`src/rtl/mul_seq_ctrl.sv`:
```
// Sequential radix-2 shift-add multiplier with sign fix-up and NZCV flag update.
// Optional MUL_EARLY_EXIT_EN: leave RUN as soon as the remaining multiplier bits are zero.
module mul_seq_ctrl #(
    parameter int WIDTH = 32
) (
    input  logic             Clk,
    input  logic             Rst,
    input  logic             Start,
    input  logic [WIDTH-1:0] In1,
    input  logic [WIDTH-1:0] In2,
    input  logic             S,
    input  logic [3:0]       Flag,
    output logic             Busy,
    output logic             Done,
    output logic [WIDTH-1:0] Result,
    output logic [3:0]       New_Flag
);

    localparam int CW = $clog2(WIDTH) + 1;

    localparam logic [1:0] IDLE = 2'd0;
    localparam logic [1:0] RUN  = 2'd1;
    localparam logic [1:0] FIX  = 2'd2;

    logic [1:0]         state;
    logic [2*WIDTH:0]   acc;
    logic [WIDTH-1:0]   mcand;
    logic [WIDTH-1:0]   mplier;
    logic [CW-1:0]      cnt;
    logic               neg;
    logic               sgn;
    logic [3:0]         flag_q;

    logic [WIDTH-1:0]   mag1;
    logic [WIDTH-1:0]   mag2;
    logic [WIDTH-1:0]   addend;
    logic [WIDTH:0]     sum;
    logic [2*WIDTH:0]   acc_nxt;
    logic [CW-1:0]      cnt_nxt;
    logic               last;
    logic [2*WIDTH-1:0] prod_raw;
    logic [2*WIDTH-1:0] prod;
    logic [WIDTH-1:0]   res;
    logic [WIDTH-1:0]   hi;
    logic [3:0]         nf;

    assign Busy = (state != IDLE);

    assign mag1 = (S && In1[WIDTH-1]) ? -In1 : In1;
    assign mag2 = (S && In2[WIDTH-1]) ? -In2 : In2;

    // acc[2*WIDTH] is the carry slot; it is always zero again after the shift
    assign addend  = mplier[0] ? mcand : {WIDTH{1'b0}};
    assign sum     = acc[2*WIDTH:WIDTH] + {1'b0, addend};
    assign acc_nxt = {sum, acc[WIDTH-1:0]} >> 1;
    assign cnt_nxt = cnt + 1'b1;

`ifdef MUL_EARLY_EXIT_EN
    assign last     = ((mplier >> 1) == {WIDTH{1'b0}});
    // Partial product sits WIDTH-cnt bits too high when RUN ends early
    assign prod_raw = acc[2*WIDTH-1:0] >> (CW'(WIDTH) - cnt);
`else
    assign last     = (cnt_nxt == CW'(WIDTH));
    assign prod_raw = acc[2*WIDTH-1:0];
`endif

    assign prod = neg ? -prod_raw : prod_raw;
    assign res  = prod[WIDTH-1:0];
    assign hi   = prod[2*WIDTH-1:WIDTH];

    always_comb begin
        nf    = 4'b0000;
        nf[3] = res[WIDTH-1];
        nf[2] = (res == {WIDTH{1'b0}});
        if (sgn) begin
            nf[1] = flag_q[1];
            nf[0] = (hi != {WIDTH{res[WIDTH-1]}});
        end else begin
            nf[1] = (hi != {WIDTH{1'b0}});
            nf[0] = flag_q[0];
        end
    end

    always_ff @(posedge Clk) begin
        if (Rst) begin
            state    <= IDLE;
            acc      <= '0;
            mcand    <= '0;
            mplier   <= '0;
            cnt      <= '0;
            neg      <= 1'b0;
            sgn      <= 1'b0;
            flag_q   <= 4'b0000;
            Done     <= 1'b0;
            Result   <= '0;
            New_Flag <= 4'b0000;
        end else begin
            Done <= 1'b0;
            case (state)
                IDLE: begin
                    if (Start) begin
                        mcand  <= mag1;
                        mplier <= mag2;
                        neg    <= S & (In1[WIDTH-1] ^ In2[WIDTH-1]);
                        sgn    <= S;
                        flag_q <= Flag;
                        acc    <= '0;
                        cnt    <= '0;
                        state  <= RUN;
                    end
                end
                RUN: begin
                    acc    <= acc_nxt;
                    mplier <= mplier >> 1;
                    cnt    <= cnt_nxt;
                    if (last) begin
                        state <= FIX;
                    end
                end
                FIX: begin
                    Result   <= res;
                    New_Flag <= nf;
                    Done     <= 1'b1;
                    state    <= IDLE;
                end
                default: begin
                    state <= IDLE;
                end
            endcase
        end
    end

endmodule
```
`config.mk`:
```
export PLATFORM = sky130hd
export DESIGN_NAME = mul_seq_ctrl
export DESIGN_NICKNAME = d
export VERILOG_FILES = /design/src/rtl/mul_seq_ctrl.sv
export SDC_FILE = /design/constraint.sdc
export NUM_CORES = 1
export LEC_CHECK = 0
export BUFFER_PORTS_ARGS = -buffer_cell sky130_fd_sc_hd__clkbuf_2
export CAP_MARGIN = 10
export CORE_MARGIN = 4
export CORE_UTILIZATION = 45
export CTS_CLUSTER_DIAMETER = 30
export CTS_CLUSTER_SIZE = 24
export DETAILED_ROUTE_END_ITERATION = 7
export HOLD_SLACK_MARGIN = 0.1
export SYNTH_ARGS = -nofsm -noshare
export SYNTH_HDL_FRONTEND = slang
export SYNTH_SLANG_ARGS = --single-unit
export TNS_END_PERCENT = 50
```
`constraint.sdc`:
```
create_clock -name Clk -period 7.34 [get_ports Clk]
set_input_delay 0.367 -clock Clk [delete_from_list [all_inputs] [get_ports Clk]]
set_output_delay 0.367 -clock Clk [all_outputs]
set_load 0.03 [all_outputs]
```
### Word-level counts from Yosys, hierarchy flattened

Index checks and enable logic that the tools add are counted.

| word-level totals | value |
|---|---|
| logic and storage cells | 49 |
| flip-flop bits (word level) | 178 |

| operators by class | value |
|---|---|
| eq/ne operators | 6 |
| bitwise gates (word level) | 2 |
| reductions and logical operators | 10 |
| add/subtract/negate cells | 5 |
| mux-type cells | 15 |

Operators with widths:

| operator | count |
|---|---|
| 65-bit one-hot mux with 2 select lines | 1 |
| 32-bit two-way mux | 4 |
| 65-bit two-way mux | 1 |
| 64-bit two-way mux | 1 |
| 32-bit negator | 2 |
| 64-bit negator | 1 |
| 32-bit one-hot mux with 2 select lines | 1 |
| 33-bit by 32-bit adder with 33-bit output | 1 |
| 32-bit logical NOT | 1 |
| 32-bit != test | 1 |
| 32-bit nonzero test | 1 |
| 6-bit one-hot mux with 2 select lines | 1 |
| 6-bit by 1-bit adder with 6-bit output, second input constant | 1 |
| 6-bit == test, second input constant | 1 |
| 2-bit two-way mux | 3 |
| 6-bit two-way mux | 1 |
| 2-bit AND reduction | 3 |
| 2-bit != test, second input constant | 2 |
| 2-bit one-hot mux with 2 select lines | 1 |
| 2-bit nonzero test | 2 |
| 2-bit by 1-bit == test with 1-bit output, second input constant | 1 |
| 2-bit == test, second input constant | 1 |
| 1-bit logical AND | 2 |
| 2-bit logical NOT | 1 |
| other kinds (3) | 3 |

### Depth between registers and ports, before layout

| logic depth | value |
|---|---|
| word-level depth | 4 |
| depth in mapped cells | 15 |

### Least setup slack after synthesis

OpenSTA, ideal clock, no wires.

| path | value |
|---|---|
| kind | register to register |
| start | reg acc[17] |
| end | reg New_Flag[1] |
| path slack | 3.764 ns |
| clock period less this slack | 3.576 ns |
| stages on the path, launching flop included | 13 |
| arrival | 3.444 ns |
| library setup time | 0.132 ns |
| data required time | 7.208 ns |
| cells stage by stage | dfxtp_1 > buf_6 > or4_4 > or4_4 > or2_1 > buf_2 > mux2i_1 > a2111o_1 > a2111oi_2 > nand4_1 > nor4_2 > a221o_1 > a21oi_1 |

| on the way | value |
|---|---|
| longest elaborated chain between the ends | 4 |

RTL lines:

| element | RTL line | source |
|---|---|---|
| start, declared | 26 | `logic [2*WIDTH:0] acc;` |
| start signal, assigned | 113 | `acc <= acc_nxt;` |
| 64-bit negator | 67 | `assign prod = neg ? -prod_raw : prod_raw;` |
| 64-bit two-way mux | 67 |  |
| 32-bit nonzero test | 79 | `nf[1] = (hi != {WIDTH{1'b0}});` |
| 2-bit two-way mux | 75 | `if (sgn) begin` |
| end signal, assigned | 122 | `New_Flag <= nf;` |
| end, declared | 16 | `output logic [3:0] New_Flag` |

No other way between the ends.
A chain may end at the register's enable or synchronous reset.

### Worst setup path after layout

| path | value |
|---|---|
| start | reg acc[17] |
| end | reg New_Flag[0] |

| on the way | value |
|---|---|
| longest elaborated chain between the ends | 4 |

RTL lines:

| element | RTL line | source |
|---|---|---|
| 64-bit negator | 67 |  |
| 64-bit two-way mux | 67 |  |
| 32-bit != test | 77 | `nf[0] = (hi != {WIDTH{res[WIDTH-1]}});` |
| 2-bit two-way mux | 75 |  |

No other way between the ends.

==> results.toml <==
[yosys]
synth_ff_type = "dfxtp_1"
seq_area_frac_synth_pct = 30.0
syn-instance-count = 1512
syn-num-nets = 1622
yosysWarnings = 0
synth-edff-count = 0
synth-async-reset-ratio_pct = 0
synth_cell_types = 78
syn_area_um2 = 11700
ys_seq_elements = 176
avgSynthCellArea_um2 = 7.76

[finish]
nNetsFinal = 1647
final_common_cell = "dfxtp_1"
drive_above_1_share_pct = 11.7
design_area_um2 = 13000
diodes = 0
most-common-layout-cells = "dfxtp_1 (175), nand2_1 (151), nor2_1 (137), a21oi_1 (121), clkbuf_2 (106)"
area_growth_pct = 10.6

[detailed_routing]
drtAntennaViolNets = 0
drcViolationCount = 0
vias = 10900
drtIter0Drc = 802
vias_per_cell = 5.78
drt_first_pass_iters = 5
wirelength_um = 31000
wl_per_cell_um = 16.5

[placement]
placed_area_um2 = 12400
dp_hpwl_um = 22100
gp_congestion = 0.897
port_buffers = 107

[sta]
period_share_pct = 57.1
fmaxAchievable_mhz = 238
period_minus_slack_ps = 4190
rsz0062_at_grt = "no"
tns_ps = 0
relSlewSlack_pct = 38.5
final-setup-viol-count = 0
slew_viol_final = 0
worst_slew_pin_slew_ps = 923
finalHoldViolations = 0
fin_skew_ps = 13.0

[critical_path]
startpoint_type = "flop"
crit_type = "flop to flop"
cp.arrival_ps = 4510
path_max_fanout = 11
endpoint_kind = "flop"
cp_data_required_time_ps = 7660

[floorplanning]
dieWidth_um = 169
start_util_pct = 46.2
num_rows = 58
die_area_um2 = 28700
io_pins = 110
core_um2 = 25400
die_h_um = 169

[clock_tree]
ctsHtreeMaxLevel = 4
cts_sinks = 176
cts_inserted_buffers = 17
cts_setup_buffers = 0
clock-root-buffer = "clkbuf_16"
clock_latency_ps = 430
clkTransAtPathRegs_ps = 70
cts_tree = "yes"
cts_resized = 0
cts_hold_buf = 0
cts_buffer_depth = 2

[grt]
overflow = 0
grt_antenna_before_repair = 0
met3_usage_pct = 3.68
grt_pass1_vias = 9961
busiest_layer = "met2"
globalRouteTotalUtil_pct = 21.5
met2_usage_pct = 34.5
grt_pass1_wl_um = 51700
use_met1_pct = 30.8
grt_max_degree = 96

[power]
powerDensity_nw_per_um2 = 175
leakagePower_nw = 5.44
ir_worst_vdd_mv = 0.142

[outcome]
status = "finished, final reports clean"

[worst_hold_path]
hold_class = "input pin to flop"

[job]
drv_cap = 0
cell type report:
cell class / instances / area [um2]
Fill cell: 2539 / 12400
Clock inverter: 13 / 171
Sequential cell: 176 / 3520
Clock buffer: 19 / 443
Multi-Input combinational cell: 1198 / 7690
Timing Repair Buffer: 119 / 628
Inverter: 25 / 93.8
Tap cell: 330 / 413
state kept, by name, indices dropped and copies added, names as in the netlist:
signal / flops
Done: 1
mcand: 32
flag_q: 2
sgn: 1
acc: 64
Result: 32
mplier: 32
New_Flag: 3
neg: 1
cnt: 6
state: 2
logic make-up (layout without fill, tap and decap cells):
kind of cell               count (synthesis)  in the layout  share of synthesized area, %
adders and majority gates                 38             38                          4.12
and+or+nand+nor                          564            564                          24.5
xor gates and xnor gates                 136            136                          10.2
muxes                                      7              7                         0.608
DFF                                      176            176                          30.0
buffers and inverters                    138            176                          4.59
AOI/OAI and AO/OA                        453            453                          26.0
critical path, stage by stage, from the launching register on:
cell	delay, ps
dfxtp_1	400
or4_4	620
or3_1	370
nor4_4	490
nand4b_1	570
o21ai_0	400
xnor2_1	100
or4_1	540
nor4_2	290
a22o_1	210
a31oi_1	80
layer usage:
layer | part of all wire [%] | vias to the layer above | wire length [um]
met5 | 0 | - | 0
met2 | 45 | 242 | 13900
met1 | 49 | 5036 | 15300
met3 | 4.6 | 25 | 1420
met4 | 0.91 | 0 | 281
li1 | - | 5561 | -
Yosys cell counts (22+ instances only):
cell type,number,area share [%]
a21o_1,28,1.8
inv_1,25,0.80
a22oi_1,32,2.0
a21oi_1,121,5.2
o21ai_0,73,3.1
nand3_1,36,1.5
a211oi_1,64,4.1
and2_1,39,2.1
nand2_1,151,4.8
clkbuf_1,91,2.9
xor2_1,87,6.5
dfxtp_1,176,30
nor3_1,36,1.5
ha_1,37,3.9
nor4_1,22,1.2
a22o_1,35,2.6
xnor2_1,49,3.7
nor2_1,139,4.4
per-stage QoR:
stage	util (%)	power [mW]	hold slack [ps]	setup slack, ps	instances
2_1_floorplan	-	1.24	432	3760	1512
3_3_place_gp	48.6	1.32	442	3240	1848
3_5_place_dp	48.6	1.33	450	3210	1848
4_1_cts	51.1	2.29	140	3170	1880
5_1_grt	51.1	2.37	166	2900	1880
6_report	51.1	2.27	159	3150	1880
path summary, 6_finish.rpt:
check	to	startpoint	slack [ps]	depth (start not counted)
setup / recovery	New_Flag[0]	acc[17]	3150	10
hold / removal	flag_q[0]	Flag[0]	160	3
setup reg to reg	New_Flag[0]	acc[17]	3150	10
hold reg to reg	mcand[31]	mcand[31]	460	2
power by group:
group | internal (mW) | switching, mW | leakage, nW
Combinational | 0.109 | 0.182 | 3.70
Clock | 0.527 | 0.436 | 0.304
Sequential | 0.988 | 0.0238 | 1.43
No activity file was read; power rests on OpenSTA's default activity.
